### src/rtl/lsu_pkg.sv
// Shared types and funct3 decode for the load/store unit.
package lsu_pkg;
  typedef enum logic [1:0] {IDLE, REQ, WAIT, DONE} lsu_state_t;
  typedef enum logic [1:0] {SZ_B, SZ_H, SZ_W} mem_size_t;

  localparam logic [2:0] F3_B  = 3'b000;
  localparam logic [2:0] F3_H  = 3'b001;
  localparam logic [2:0] F3_W  = 3'b010;
  localparam logic [2:0] F3_BU = 3'b100;
  localparam logic [2:0] F3_HU = 3'b101;

  function automatic logic f3_legal(input logic [2:0] f3, input logic we);
    return (f3 == F3_B) || (f3 == F3_H) || (f3 == F3_W) ||
           (!we && ((f3 == F3_BU) || (f3 == F3_HU)));
  endfunction

  // Illegal encodings fall back to a word access.
  function automatic mem_size_t f3_size(input logic [2:0] f3, input logic we);
    mem_size_t sz;
    sz = SZ_W;
    if (f3_legal(f3, we)) begin
      case (f3[1:0])
        2'b00:   sz = SZ_B;
        2'b01:   sz = SZ_H;
        default: sz = SZ_W;
      endcase
    end
    return sz;
  endfunction
endpackage

### src/rtl/lsu_align.sv
// Byte-lane steering: store enables/replication and load extract/extend.
module lsu_align
  import lsu_pkg::*;
#(
  parameter int WIDTH = 32
) (
  input  mem_size_t                    size,
  input  logic [1:0]                   off,
  input  logic                         sign,
  input  logic [WIDTH-1:0]             wdata,
  input  logic [WIDTH-1:0]             rword,
  output logic [WIDTH/8-1:0]           be,
  output logic [WIDTH-1:0]             wrep,
  output logic [WIDTH-1:0]             rext
);
  localparam int NUM_LANES = WIDTH / 8;

  logic [7:0]  rb;
  logic [15:0] rh;

  // Halves are always lane-aligned here, so only off[1] picks the half.
  assign rb = rword[{off, 3'b000} +: 8];
  assign rh = rword[{off[1], 4'b0000} +: 16];

  always_comb begin
    be   = '1;
    wrep = wdata;
    rext = rword;
    case (size)
      SZ_B: begin
        be   = NUM_LANES'(1) << off;
        wrep = {NUM_LANES{wdata[7:0]}};
        rext = {{(WIDTH-8){sign & rb[7]}}, rb};
      end
      SZ_H: begin
        be   = NUM_LANES'(3) << off;
        wrep = {(NUM_LANES/2){wdata[15:0]}};
        rext = {{(WIDTH-16){sign & rh[15]}}, rh};
      end
      default: ;
    endcase
  end
endmodule

### src/rtl/lsu.sv
// Load/store unit: core byte access -> word SRAM req/gnt/rvalid transaction.
// Optional MISALIGN_TRAP_EN: misaligned/illegal requests complete with err, no access.
module lsu
  import lsu_pkg::*;
#(
  parameter int WIDTH = 32,
  parameter int DADDR = 10
) (
  input  logic             clk,
  input  logic             reset_n,
  input  logic             req_valid,
  input  logic             req_we,
  input  logic [2:0]       funct3,
  input  logic [DADDR-1:0] addr,
  input  logic [WIDTH-1:0] wdata,
  output logic [WIDTH-1:0] rdata,
  output logic             stall,
  output logic             done,
  output logic             err,
  output logic             mem_req,
  output logic             mem_we,
  output logic [DADDR-3:0] mem_addr,
  output logic [3:0]       mem_be,
  output logic [WIDTH-1:0] mem_wdata,
  input  logic             mem_gnt,
  input  logic             mem_rvalid,
  input  logic [WIDTH-1:0] mem_rdata
);
  lsu_state_t state, state_n;
  mem_size_t  size_q, req_size, a_size;
  logic [1:0] off_q, req_off, a_off;
  logic       sign_q, a_sign, idle, trap;
  logic [3:0]       al_be;
  logic [WIDTH-1:0] al_wrep, al_rext;

  assign idle     = (state == IDLE);
  assign req_size = f3_size(funct3, req_we);

  // Lower bits that would misalign the access are dropped.
  always_comb begin
    req_off = 2'b00;
    case (req_size)
      SZ_B:    req_off = addr[1:0];
      SZ_H:    req_off = {addr[1], 1'b0};
      default: req_off = 2'b00;
    endcase
  end

`ifdef MISALIGN_TRAP_EN
  assign trap = !f3_legal(funct3, req_we) ||
                ((req_size == SZ_H) && addr[0]) ||
                ((req_size == SZ_W) && (addr[1:0] != 2'b00));
`else
  assign trap = 1'b0;
`endif

  // One aligner: live request fields while accepting, latched fields on load return.
  assign a_size = idle ? req_size   : size_q;
  assign a_off  = idle ? req_off    : off_q;
  assign a_sign = idle ? ~funct3[2] : sign_q;

  lsu_align #(.WIDTH(WIDTH)) u_align (
    .size  (a_size),
    .off   (a_off),
    .sign  (a_sign),
    .wdata (wdata),
    .rword (mem_rdata),
    .be    (al_be),
    .wrep  (al_wrep),
    .rext  (al_rext)
  );

  always_comb begin
    state_n = state;
    case (state)
      IDLE:    if (req_valid)  state_n = trap ? DONE : REQ;
      REQ:     if (mem_gnt)    state_n = mem_we ? DONE : WAIT;
      WAIT:    if (mem_rvalid) state_n = DONE;
      DONE:    state_n = IDLE;
      default: state_n = IDLE;
    endcase
  end

  assign mem_req = (state == REQ);
  assign done    = (state == DONE);
  assign stall   = req_valid & ~done;

  always_ff @(posedge clk or negedge reset_n) begin
    if (!reset_n) begin
      state     <= IDLE;
      mem_we    <= 1'b0;
      mem_addr  <= '0;
      mem_be    <= '0;
      mem_wdata <= '0;
      size_q    <= SZ_W;
      off_q     <= 2'b00;
      sign_q    <= 1'b0;
      rdata     <= '0;
    end else begin
      state <= state_n;
      if (idle && req_valid && !trap) begin
        mem_we    <= req_we;
        mem_addr  <= addr[DADDR-1:2];
        mem_be    <= al_be;
        mem_wdata <= al_wrep;
        size_q    <= req_size;
        off_q     <= req_off;
        sign_q    <= ~funct3[2];
      end
      if ((state == WAIT) && mem_rvalid) rdata <= al_rext;
    end
  end

`ifdef MISALIGN_TRAP_EN
  logic err_q;
  // Set on the accepting edge, so it lines up with the single DONE cycle.
  always_ff @(posedge clk or negedge reset_n) begin
    if (!reset_n) err_q <= 1'b0;
    else          err_q <= idle & req_valid & trap;
  end
  assign err = err_q;
`else
  assign err = 1'b0;
`endif
endmodule

### config.mk
export PLATFORM = sky130hd
export DESIGN_NAME = lsu
export DESIGN_NICKNAME = d
export VERILOG_FILES = /design/src/rtl/lsu_pkg.sv /design/src/rtl/lsu_align.sv /design/src/rtl/lsu.sv
export SDC_FILE = /design/constraint.sdc
export NUM_CORES = 1
export LEC_CHECK = 0
export BUFFER_PORTS_ARGS = -buffer_cell sky130_fd_sc_hd__buf_4
export CAP_MARGIN = 25
export CORE_ASPECT_RATIO = 0.6
export CORE_MARGIN = 1.5
export CORE_UTILIZATION = 40
export CTS_CLUSTER_DIAMETER = 60
export CTS_CLUSTER_SIZE = 12
export DETAILED_ROUTE_END_ITERATION = 6
export GPL_TIMING_DRIVEN = 1
export PLACE_DENSITY = 0.68
export SLEW_MARGIN = 20
export SYNTH_ARGS = -nofsm -noshare
export SYNTH_HDL_FRONTEND = slang
export SYNTH_SLANG_ARGS = --single-unit
export TNS_END_PERCENT = 10
### constraint.sdc
create_clock -name clk -period 4.2 [get_ports clk]
set_clock_uncertainty 0.2 [all_clocks]
set_input_delay 0.21 -clock clk [delete_from_list [all_inputs] [get_ports clk]]
set_output_delay 0.21 -clock clk [all_outputs]
set_load 0.01 [all_outputs]
# == After elaboration in Yosys (flattened, before gate mapping) ==
# Cells that the tools add are included.
# Widths: inputs -> output; s select.
# totals
regBits,84
in_bits,83
output_inout_bits,81
# classes
bitwise_logic,5
n_eq_ne,13
mux,14
reduce_logical,14
n_shift,4
# ops
operator,count
$pmux 32 s2,2
$shiftx 32x6->16,1
$shiftx 32x6->8,1
$mux 2,6
$eq 2x1->1 const B,4
$logic_not 2->1,4
$pmux 2 s2,2
$pmux 2 s4,1
$pmux 4 s2,1
$eq 3x3->1 const B,2
$eq 2x2->1 const B,2
$logic_or 1x1->1,4
$ne 2x2->1 const B,2
$shl 1x2->4 const A,1
$shl 2x2->4 const A,1
$and 1x1->1,3
$eq 3x1->1 const B,1
$eq 3x2->1 const B,1
$logic_and 1x1->1,3
$logic_not 3->1,1
$reduce_and 3->1,1
$mux 1,2
$ne 2x1->1 const B,1
$not 1->1,2
$logic_not 1->1,1

# == Longest topological paths before layout ==
# Gate-level depths: netlist of run 1.
# depth
word_depth,11
ltp_mapped,11

# == Hierarchy ==
# A second synthesis of run 1 with hierarchy kept.
# unflattened
cells_unflattened,401
area_unflattened_um2,4733.3
# modules_own_cells
mod,area_per_inst_um2,seq_area_each_um2,cells_per_inst,n_inst
lsu,3522.1,2103.3,216,1
lsu_align,1211.2,0.0,185,1

# == Worst setup path before layout of run 1 ==
# OpenSTA, ideal clock, no wires.
# synth_path
path_kind,register -> register
from,register state[0]
to,register rdata[0]
path_slack_ns,1.855
required_ns,3.874
synth_period_minus_slack_ns,2.345
path_stages_with_launch,10
path_buffers,2
arrival_time_ns,2.019
path_cell_list,dfrtp_1 inv_1 ha_1 buf_2 inv_2 o2bb2ai_2 buf_2 mux2_2 a221oi_1 o21ai_1
# synth_between
elab_chain_len,4
word_cells_on_any_way,10
# synth_rtl
element,line,source
from (decl),lsu.sv:29,"lsu_state_t state, state_n;"
from (signal assigned),lsu.sv:100,state <= state_n;
$logic_not 2->1,lsu.sv:36,assign idle = (state == IDLE);
$mux 2 (on tied branches),"lsu.sv:59, lsu.sv:58",
"$shiftx 32x6->16, or another cell as far along",lsu_align.sv:23,"assign rh = rword[{off[1], 4'b0000} +: 16];"
$pmux 32 s2,lsu_align.sv:29,case (size)
to (signal assigned),lsu.sv:110,if ((state == WAIT) && mem_rvalid) rdata <= al_rext;
to (decl),lsu.sv:16,"output logic [WIDTH-1:0] rdata,"
# Parallel ways exist; a longest one is shown, timed or not.
# A chain may end at the register's enable or synchronous reset.

# == Worst setup path in the final report of run 1 ==
# layout_path
from,register state[0]
to,register rdata[18]
# layout_between
elab_chain_len,5
word_cells_on_any_way,13
# layout_rtl
element,line,source
$logic_not 2->1,lsu.sv:36,
$mux 2,lsu.sv:59,assign a_off = idle ? req_off : off_q;
$shiftx 32x6->16 / $shiftx 32x6->8 (equally long branches),"lsu_align.sv:23, lsu_align.sv:22",
$and 1x1->1 (on tied branches),"lsu_align.sv:38, lsu_align.sv:33",
$pmux 32 s2,lsu_align.sv:29,
# Parallel ways exist; a longest one is shown, timed or not.

==> key figures, run 1 <==
Place
  – Cell Count Post-Placement: 688
  – DP Area: 0.00556 sq mm
  – DP HPWL: 9.89 mm
  – I/O Buffers: 162
  – RD Place Congestion: 0.954

CTS
  – Clk slew on worst S/H paths: 0.06 ns
  – Clk_lat worst skew: 0.33 ns
  – CTS tree: yes
  – Post-CTS sizing: 0
  – CTS H-tree depth: 3
  – Clk sinks: 84
  – CTS buffer count: 9
  – CTS max path bufs: 2
  – Root Buffer: clkbuf_16

Power
  – Switching share of power: 38.6%
  – Pint: 0.00289 W
  – Net Switching: 0.00182 W
  – Leak Pwr: 3.13 nW
  – Peak supply drop: 0.469 mV
  – Sequential group share of total power: 30.8%
  – Clock power frac: 19.4%
  – PD cells: 736 mW/mm^2
  – Comb pwr share: 49.8%

Yosys
  – Sequential fraction of the synthesis area: 49.6%
  – Top cells by area, synth: dfrtp_1 49%, mux2_2 6.6%, mux2i_1 5.9%
  – Top cell type by total area after synthesis: dfrtp_1
  – Yosys reg bits: 84
  – Synth Area in Adders: 1.18%
  – EDFF count, synth: 0
  – Post-synthesis simple-gate area fraction: 11.0%
  – XOR/XNOR Fraction of Synth Area: 0%
  – Synthesized area: 0.00424 sq mm
  – Multiplexer area fraction after synthesis: 12.6%
  – Post-synth top area share: 49.0%
  – Syn Nets: 500
  – YS warnings: 0
  – Syn Inst Count: 413
  – Largest family of logic cells by synthesized area: compound AO/OA/AOI/OAI gates
  – Mean Syn Cell Area: 10.3 sq um
  – Distinct cells, synth: 45
  – Compound-Gate Fraction of Synth Area: 21.2%
  – Ys async rst share: 100%
  – Main synth FF type: dfrtp_1

GRT
  – First-pass GRT wire length: 21.2 mm
  – Overflow after GRT: 0
  – Pin count of the biggest net entering global routing: 48
  – Initial antenna violation count: 1
  – GRT Overall Usage: 24.8%
  – Vias in the first global route: 3,973

Detailed routing
  – Iteration-0 DRC Markers: 248
  – Drt first pass iters: 6
  – Final WL: 13.5 mm
  – Vias per cell: 5.34
  – Routed vias: 4,020
  – WL/cell: 17.9 microns
  – Remaining antenna violation count: 0
  – # DRC: 0

Critical path
  – Critical Path RT: 4.16 ns
  – WP data arrival: 3.11 ns
  – Worst-path maximum fanout: 17
  – WS Path Type: reg2reg
  – Reg2reg end: rdata[18]
  – Origin of the critical flop-to-flop path: state[0]
  – CP Capture Type: flop
  – Reg2reg path depth: 7
  – Setup slack, reg-to-reg: 1.05 ns
  – CP startpoint kind: flop

Status
  – Status: finished, violations left
  – Failing checks: hold timing

Hold path
  – Worst Hold Path Cells: 3
  – Hold EP: mem_wdata[10]
  – Hold Crit Class: in2reg
  – Worst min-delay path startpoint: wdata[10]

Timing
  – Max_slew headroom: 28.9%
  – Worst-Margin Slew: 1.06 ns
  – Setup violators final: 0
  – Max Transition Viols Final: 0
  – RSZ-0062 raised after global routing: false
  – Fin Hold WS: -0.00124 ns
  – Fin crit share: 75.0%
  – Final Hold Viols: 1
  – Total negative slack: 0 ns
  – Max Fclk: 0.317 GHz
  – Post-route minimum period: 3.15 ns

Run
  – Max Cap Violations: 0

Finish
  – Filler cell count: 839
  – Share of layout cells above drive strength 1: 36.6%
  – Layout Nets: 700
  – Final instance area: 0.00640 sq mm
  – Cell Count, Final, Fillers Out: 753
  – Layout area overhead: 51.0%
  – Antenna fix cells: 0

Die
  – Die area: 0.0112 sq mm
  – Core area: 0.0101 sq mm
  – Die Wd: 136 microns
  – Row cnt: 28
  – Starting Density: 42.0%
  – Die Y: 82.7 microns
  – I/O pin cnt: 164
[cells in the final DEF (no fill, tap or decap), types with 2 or more instances in the layout]
| cell type | Yosys | routed |
|---|---|---|
| o21ai_0 | 28 | 28 |
| ha_1 | 4 | 4 |
| a31oi_1 | 3 | 2 |
| nand2b_1 | 3 | 3 |
| nor2_1 | 19 | 19 |
| nand3_1 | 13 | 13 |
| dlygate4sd3_1 | 0 | 49 |
| o31ai_1 | 3 | 3 |
| inv_1 | 7 | 7 |
| nor2b_1 | 2 | 2 |
| bufinv_16 | 0 | 3 |
| a221oi_1 | 7 | 7 |
| nand2_1 | 43 | 42 |
| a21oi_2 | 2 | 2 |
| mux2_2 | 25 | 25 |
| dfrtp_1 | 83 | 83 |
| a211oi_1 | 8 | 8 |
| mux2i_1 | 25 | 25 |
| and3_1 | 16 | 16 |
| o21ai_1 | 24 | 24 |
| a21oi_1 | 30 | 30 |
| buf_4 | 2 | 169 |
| o22ai_1 | 7 | 7 |
| a21o_1 | 11 | 11 |
| clkbuf_16 | 0 | 9 |
[cells by family after synthesis]
logic type / Yosys count
AO/OA/AOI/OAI: 135
AND/OR/NAND/NOR: 101
flip-flops: 84
multiplexers: 50
buffers and inverters: 38
adder cells (fa/ha/maj): 4
other: 1
[layer usage]
layer | vias to the layer above | global-route usage (%) | part of all wire [%]
li1 | 1893 | - | -
met1 | 1941 | 37.3 | 49
met2 | 170 | 35.5 | 42
met3 | 14 | 7.08 | 8.6
met4 | 2 | 4.36 | 0.53
met5 | - | 0 | 0.089
[worst max-delay path, stage by stage, from the launching register on]
cell and delay, ns:
dfrtp_1 0.44, inv_1 0.10, ha_1 0.57, inv_2 0.25, o311ai_1 0.40, o211ai_2 0.22, a22oi_2 0.56, o21ai_0 0.24
[layout make-up]
type	instances	area, sq um	share of cell area (%)
inverters	8	30.0	0.469
well taps	135	169	2.64
flip-flops and latches	84	2100	32.9
clock inverters	6	111	1.74
multi-input cells	291	1960	30.6
clock buffers	10	239	3.74
repair buffers	219	1790	27.9
[per-stage QoR]
stage	total power, W	util (%)	setup WS, ns
floorplan	0.00278	-	1.86
global placement	0.00368	54.8	1.34
detailed placement	0.00376	55.1	1.11
CTS	0.00472	63.4	1.06
global route	0.00503	63.4	0.719
finish	0.00471	63.4	1.05
[power by group through the flow]
stage               logic (W)  clock network [W]  registers, W
floorplan             0.00121                  0       0.00157
CTS                   0.00235           0.000929       0.00145
finish                0.00234           0.000911       0.00145
detailed placement    0.00230                  0       0.00146
global route          0.00256           0.000968       0.00150
global placement      0.00224                  0       0.00144
[registers in the layout, indices dropped and copies added, names as in the netlist]
register / cells
mem_be: 4
size_q: 2
mem_we: 1
mem_wdata: 32
mem_addr: 8
off_q: 2
sign_q: 1
rdata: 32
state: 2
[worst max path at each step]
stage          slack [ns]  startpoint         to
2_1_floorplan        1.86    state[0]   rdata[0]
3_3_place_gp         1.34    state[0]  rdata[16]
3_5_place_dp         1.11    state[0]  rdata[18]
4_1_cts              1.06    state[0]  rdata[18]
5_1_grt              0.72    state[1]  rdata[18]
6_report             1.05    state[0]  rdata[18]
[cells in the mapped netlist, types with 3 or more instances]
cell	n
inv_1	7
a211oi_1	8
buf_6	3
and3_1	16
a31oi_1	3
mux2i_1	25
a21o_1	11
a21oi_1	30
o21ai_1	24
o21ai_0	28
ha_1	4
nand2_1	43
buf_2	10
o22ai_1	7
nand2b_1	3
a221oi_1	7
o31ai_1	3
dfrtp_1	83
nand3_1	13
clkbuf_1	15
mux2_2	25
nor2_1	19
[what timing repair did]
action	4_1_cts	5_1_grt
hold buffers	49	0
hold endpoints to repair	85	0
setup buffers	0	0
No activity file was read; power rests on OpenSTA's default activity.
==> run 2: changes to the inputs <==
clock period = 3 ns   (was 4.2 ns; I/O delays follow)
==> run 2 against run 1 <==
Against the previous run:
- the run now ends clean
- fmax is 17% higher
- critical path depth is 1 higher
- first-iteration DRC count is 39% higher
- largest power group unchanged
==> key figures, run 2 (same netlist as run 1, synthesis figures left out) <==
Power
  – Peak supply drop: 0.515 mV (+9.9%)
  – Clock power frac: 19.7% (+0.3 points)
  – Switching share of power: 38.0% (-0.67 points)
  – Pint: 0.00423 W (+46%)
  – Comb pwr share: 50.5% (+0.7 points)
  – Leak Pwr: 3.25 nW (+4.0%)
  – PD cells: 1020 mW/mm^2 (+39%)
  – Sequential group share of total power: 29.7% (-1.1 points)
  – Net Switching: 0.00259 W (+42%)

Finish
  – Commonest non-fill, non-tap cell in the layout: buf_4
  – Layout area overhead: 57.6%
  – Final instance area: 0.00668 sq mm (+4.4%)
  – Share of layout cells above drive strength 1: 36.2% (-0.39 points)
  – Largest registers: mem_wdata (32), rdata (32), mem_addr (8)
  – Layout Nets: 726 (+3.7%)
  – Commonest cells after routing, fill and taps aside: 174 x buf_4, 83 x dfrtp_1, 68 x dlygate4sd3_1
  – Antenna fix cells: 0 (unchanged)

Die
  – Die Wd: 136 microns (unchanged)
  – Die area: 0.0112 sq mm (unchanged)
  – Core area: 0.0101 sq mm (unchanged)
  – Starting Density: 42.0% (unchanged)
  – I/O pin cnt: 164 (unchanged)
  – Die Y: 82.7 microns (unchanged)
  – Row cnt: 28 (unchanged)

GRT
  – Overflow after GRT: 0 (unchanged)
  – Initial antenna violation count: 0 (-1)
  – GRT Overall Usage: 25.1% (+0.29 points)
  – First-pass GRT wire length: 21.4 mm (+0.98%)
  – Pin count of the biggest net entering global routing: 53 (+10%)
  – Vias in the first global route: 4,026 (+1.3%)

Place
  – DP HPWL: 9.73 mm (-1.7%)
  – RD Place Congestion: 0.910 (-4.6%)
  – I/O Buffers: 162 (unchanged)
  – DP Area: 0.00560 sq mm (+0.77%)

Critical path
  – CP Capture Type: flop
  – WP data arrival: 2.70 ns (-0.41 ns)
  – WS Path Type: reg2reg
  – Setup slack, reg-to-reg: 0.30 ns (-0.75 ns)
  – CP startpoint kind: flop
  – Critical Path RT: 3.00 ns (-1.16 ns)
  – Crit-path slowest cell: dfrtp_1
  – Max stage delay on crit path: 0.45 ns (-0.12 ns)
  – Worst-path maximum fanout: 10 (-7)
  – Worst-path cell chain: inv_1 -> ha_1 -> buf_4 -> nor2_1 -> a21oi_2 -> nor3_2 -> a221oi_1 -> o21ai_1

CTS
  – Clk sinks: 84 (unchanged)
  – Root Buffer: clkbuf_16
  – CTS buffer count: 9 (unchanged)
  – CTS max path bufs: 2 (unchanged)
  – Clk_lat worst skew: 0.33 ns (about the same)
  – Clk slew on worst S/H paths: 0.06 ns (about the same)
  – CTS tree: yes
  – CTS H-tree depth: 3 (unchanged)

Timing
  – RSZ-0062 raised after global routing: false
  – Max_slew headroom: 53.9% (+25 points)
  – Max Transition Viols Final: 0 (unchanged)
  – Final Hold Viols: 0 (-1)
  – Fin crit share: 89.9% (+15 points)
  – Setup violators final: 0 (unchanged)
  – Worst-Margin Slew: 0.691 ns (-0.366 ns)
  – Post-route minimum period: 2.70 ns (-0.453 ns)
  – Max Fclk: 0.371 GHz (+17%)
  – Total negative slack: 0 ns (unchanged)

Run
  – Max Cap Violations: 0 (unchanged)

Detailed routing
  – Iteration-0 DRC Markers: 345 (+39%)
  – Final WL: 13.9 mm (+2.7%)
  – WL/cell: 17.8 microns (-0.69%)
  – Vias per cell: 5.33 (-0.12%)
  – Remaining antenna violation count: 0 (unchanged)
  – # DRC: 0 (unchanged)
  – Routed vias: 4,154 (+3.3%)
  – Drt first pass iters: 4 (-2)

Status
  – Status: finished clean

Hold path
  – Hold Crit Class: in2reg
==> run 2: routing by layer <==
| metal | vias up | share of wire (%) | global-route usage [%] |
|---|---|---|---|
| met1 | 1997 | 46 | 35.4 |
| met4 | 0 | 1.9 | 6.91 |
| met3 | 28 | 8.8 | 8.97 |
| li1 | 1947 | - | - |
| met5 | - | 0 | 0 |
| met2 | 182 | 43 | 36.3 |
==> run 2: critical path, delay by kind of cell (launching register included) <==
kind / cells / cell delay (ns)
flops: 1 / 0.45
fa+ha+maj: 1 / 0.35
buf+inv: 2 / 0.35
compound gates: 3 / 0.93
simple gates: 2 / 0.29
==> run 2: final cells by class <==
| class | instances | area [sq um] |
|---|---|---|
| Clock buffer | 10 | 229 |
| Clock inverter | 6 | 136 |
| Fill cell | 789 | 3410 |
| Inverter | 8 | 30.0 |
| Multi-Input combinational cell | 291 | 1960 |
| Sequential cell | 84 | 2100 |
| Tap cell | 135 | 169 |
| Timing Repair Buffer | 245 | 2050 |
==> run 2: worst paths after layout <==
check / startpoint / endpoint / cells after the start
setup / recovery: state[0] / rdata[1] / 8
hold / removal: funct3[1] / size_q[1] / 3
setup reg to reg: state[0] / rdata[1] / 8
hold reg to reg: mem_wdata[28] / mem_wdata[28] / 1
max in group asynchronous: reset_n / mem_wdata[4] / 3
min in group asynchronous: reset_n / rdata[16] / 2
==> run 2: power by group through the flow <==
stage | clock (W) | combinational, W | sequential [W]
CTS | 0.00137 | 0.00336 | 0.00201
global placement | 0 | 0.00321 | 0.00201
global route | 0.00142 | 0.00375 | 0.00209
finish | 0.00134 | 0.00344 | 0.00203
detailed placement | 0 | 0.00328 | 0.00202
floorplan | 0 | 0.00170 | 0.00220
==> run 2: timing repair <==
action / 4_1_cts / 5_1_grt
endpoints found under the setup margin: 0 / 14
setup buffers: 0 / 2
hold endpoints to repair: 110 / 0
hold buffers: 68 / 0
gates resized for setup: 0 / 1
==> run 2: per-stage QoR <==
step | total power [W] | hold WS, ns | cells | setup slack, ns | util [%]
6_report | 0.00681 | 0.0272 | 779 | 0.302 | 66.2
5_1_grt | 0.00726 | 0.0463 | 779 | 0.164 | 66.2
2_1_floorplan | 0.00390 | -0.346 | 413 | 0.655 | -
4_1_cts | 0.00675 | 0.0207 | 777 | 0.143 | 65.8
3_5_place_dp | 0.00530 | 0.0402 | 693 | 0.177 | 55.5
3_3_place_gp | 0.00522 | 0.182 | 692 | 0.312 | 55.3
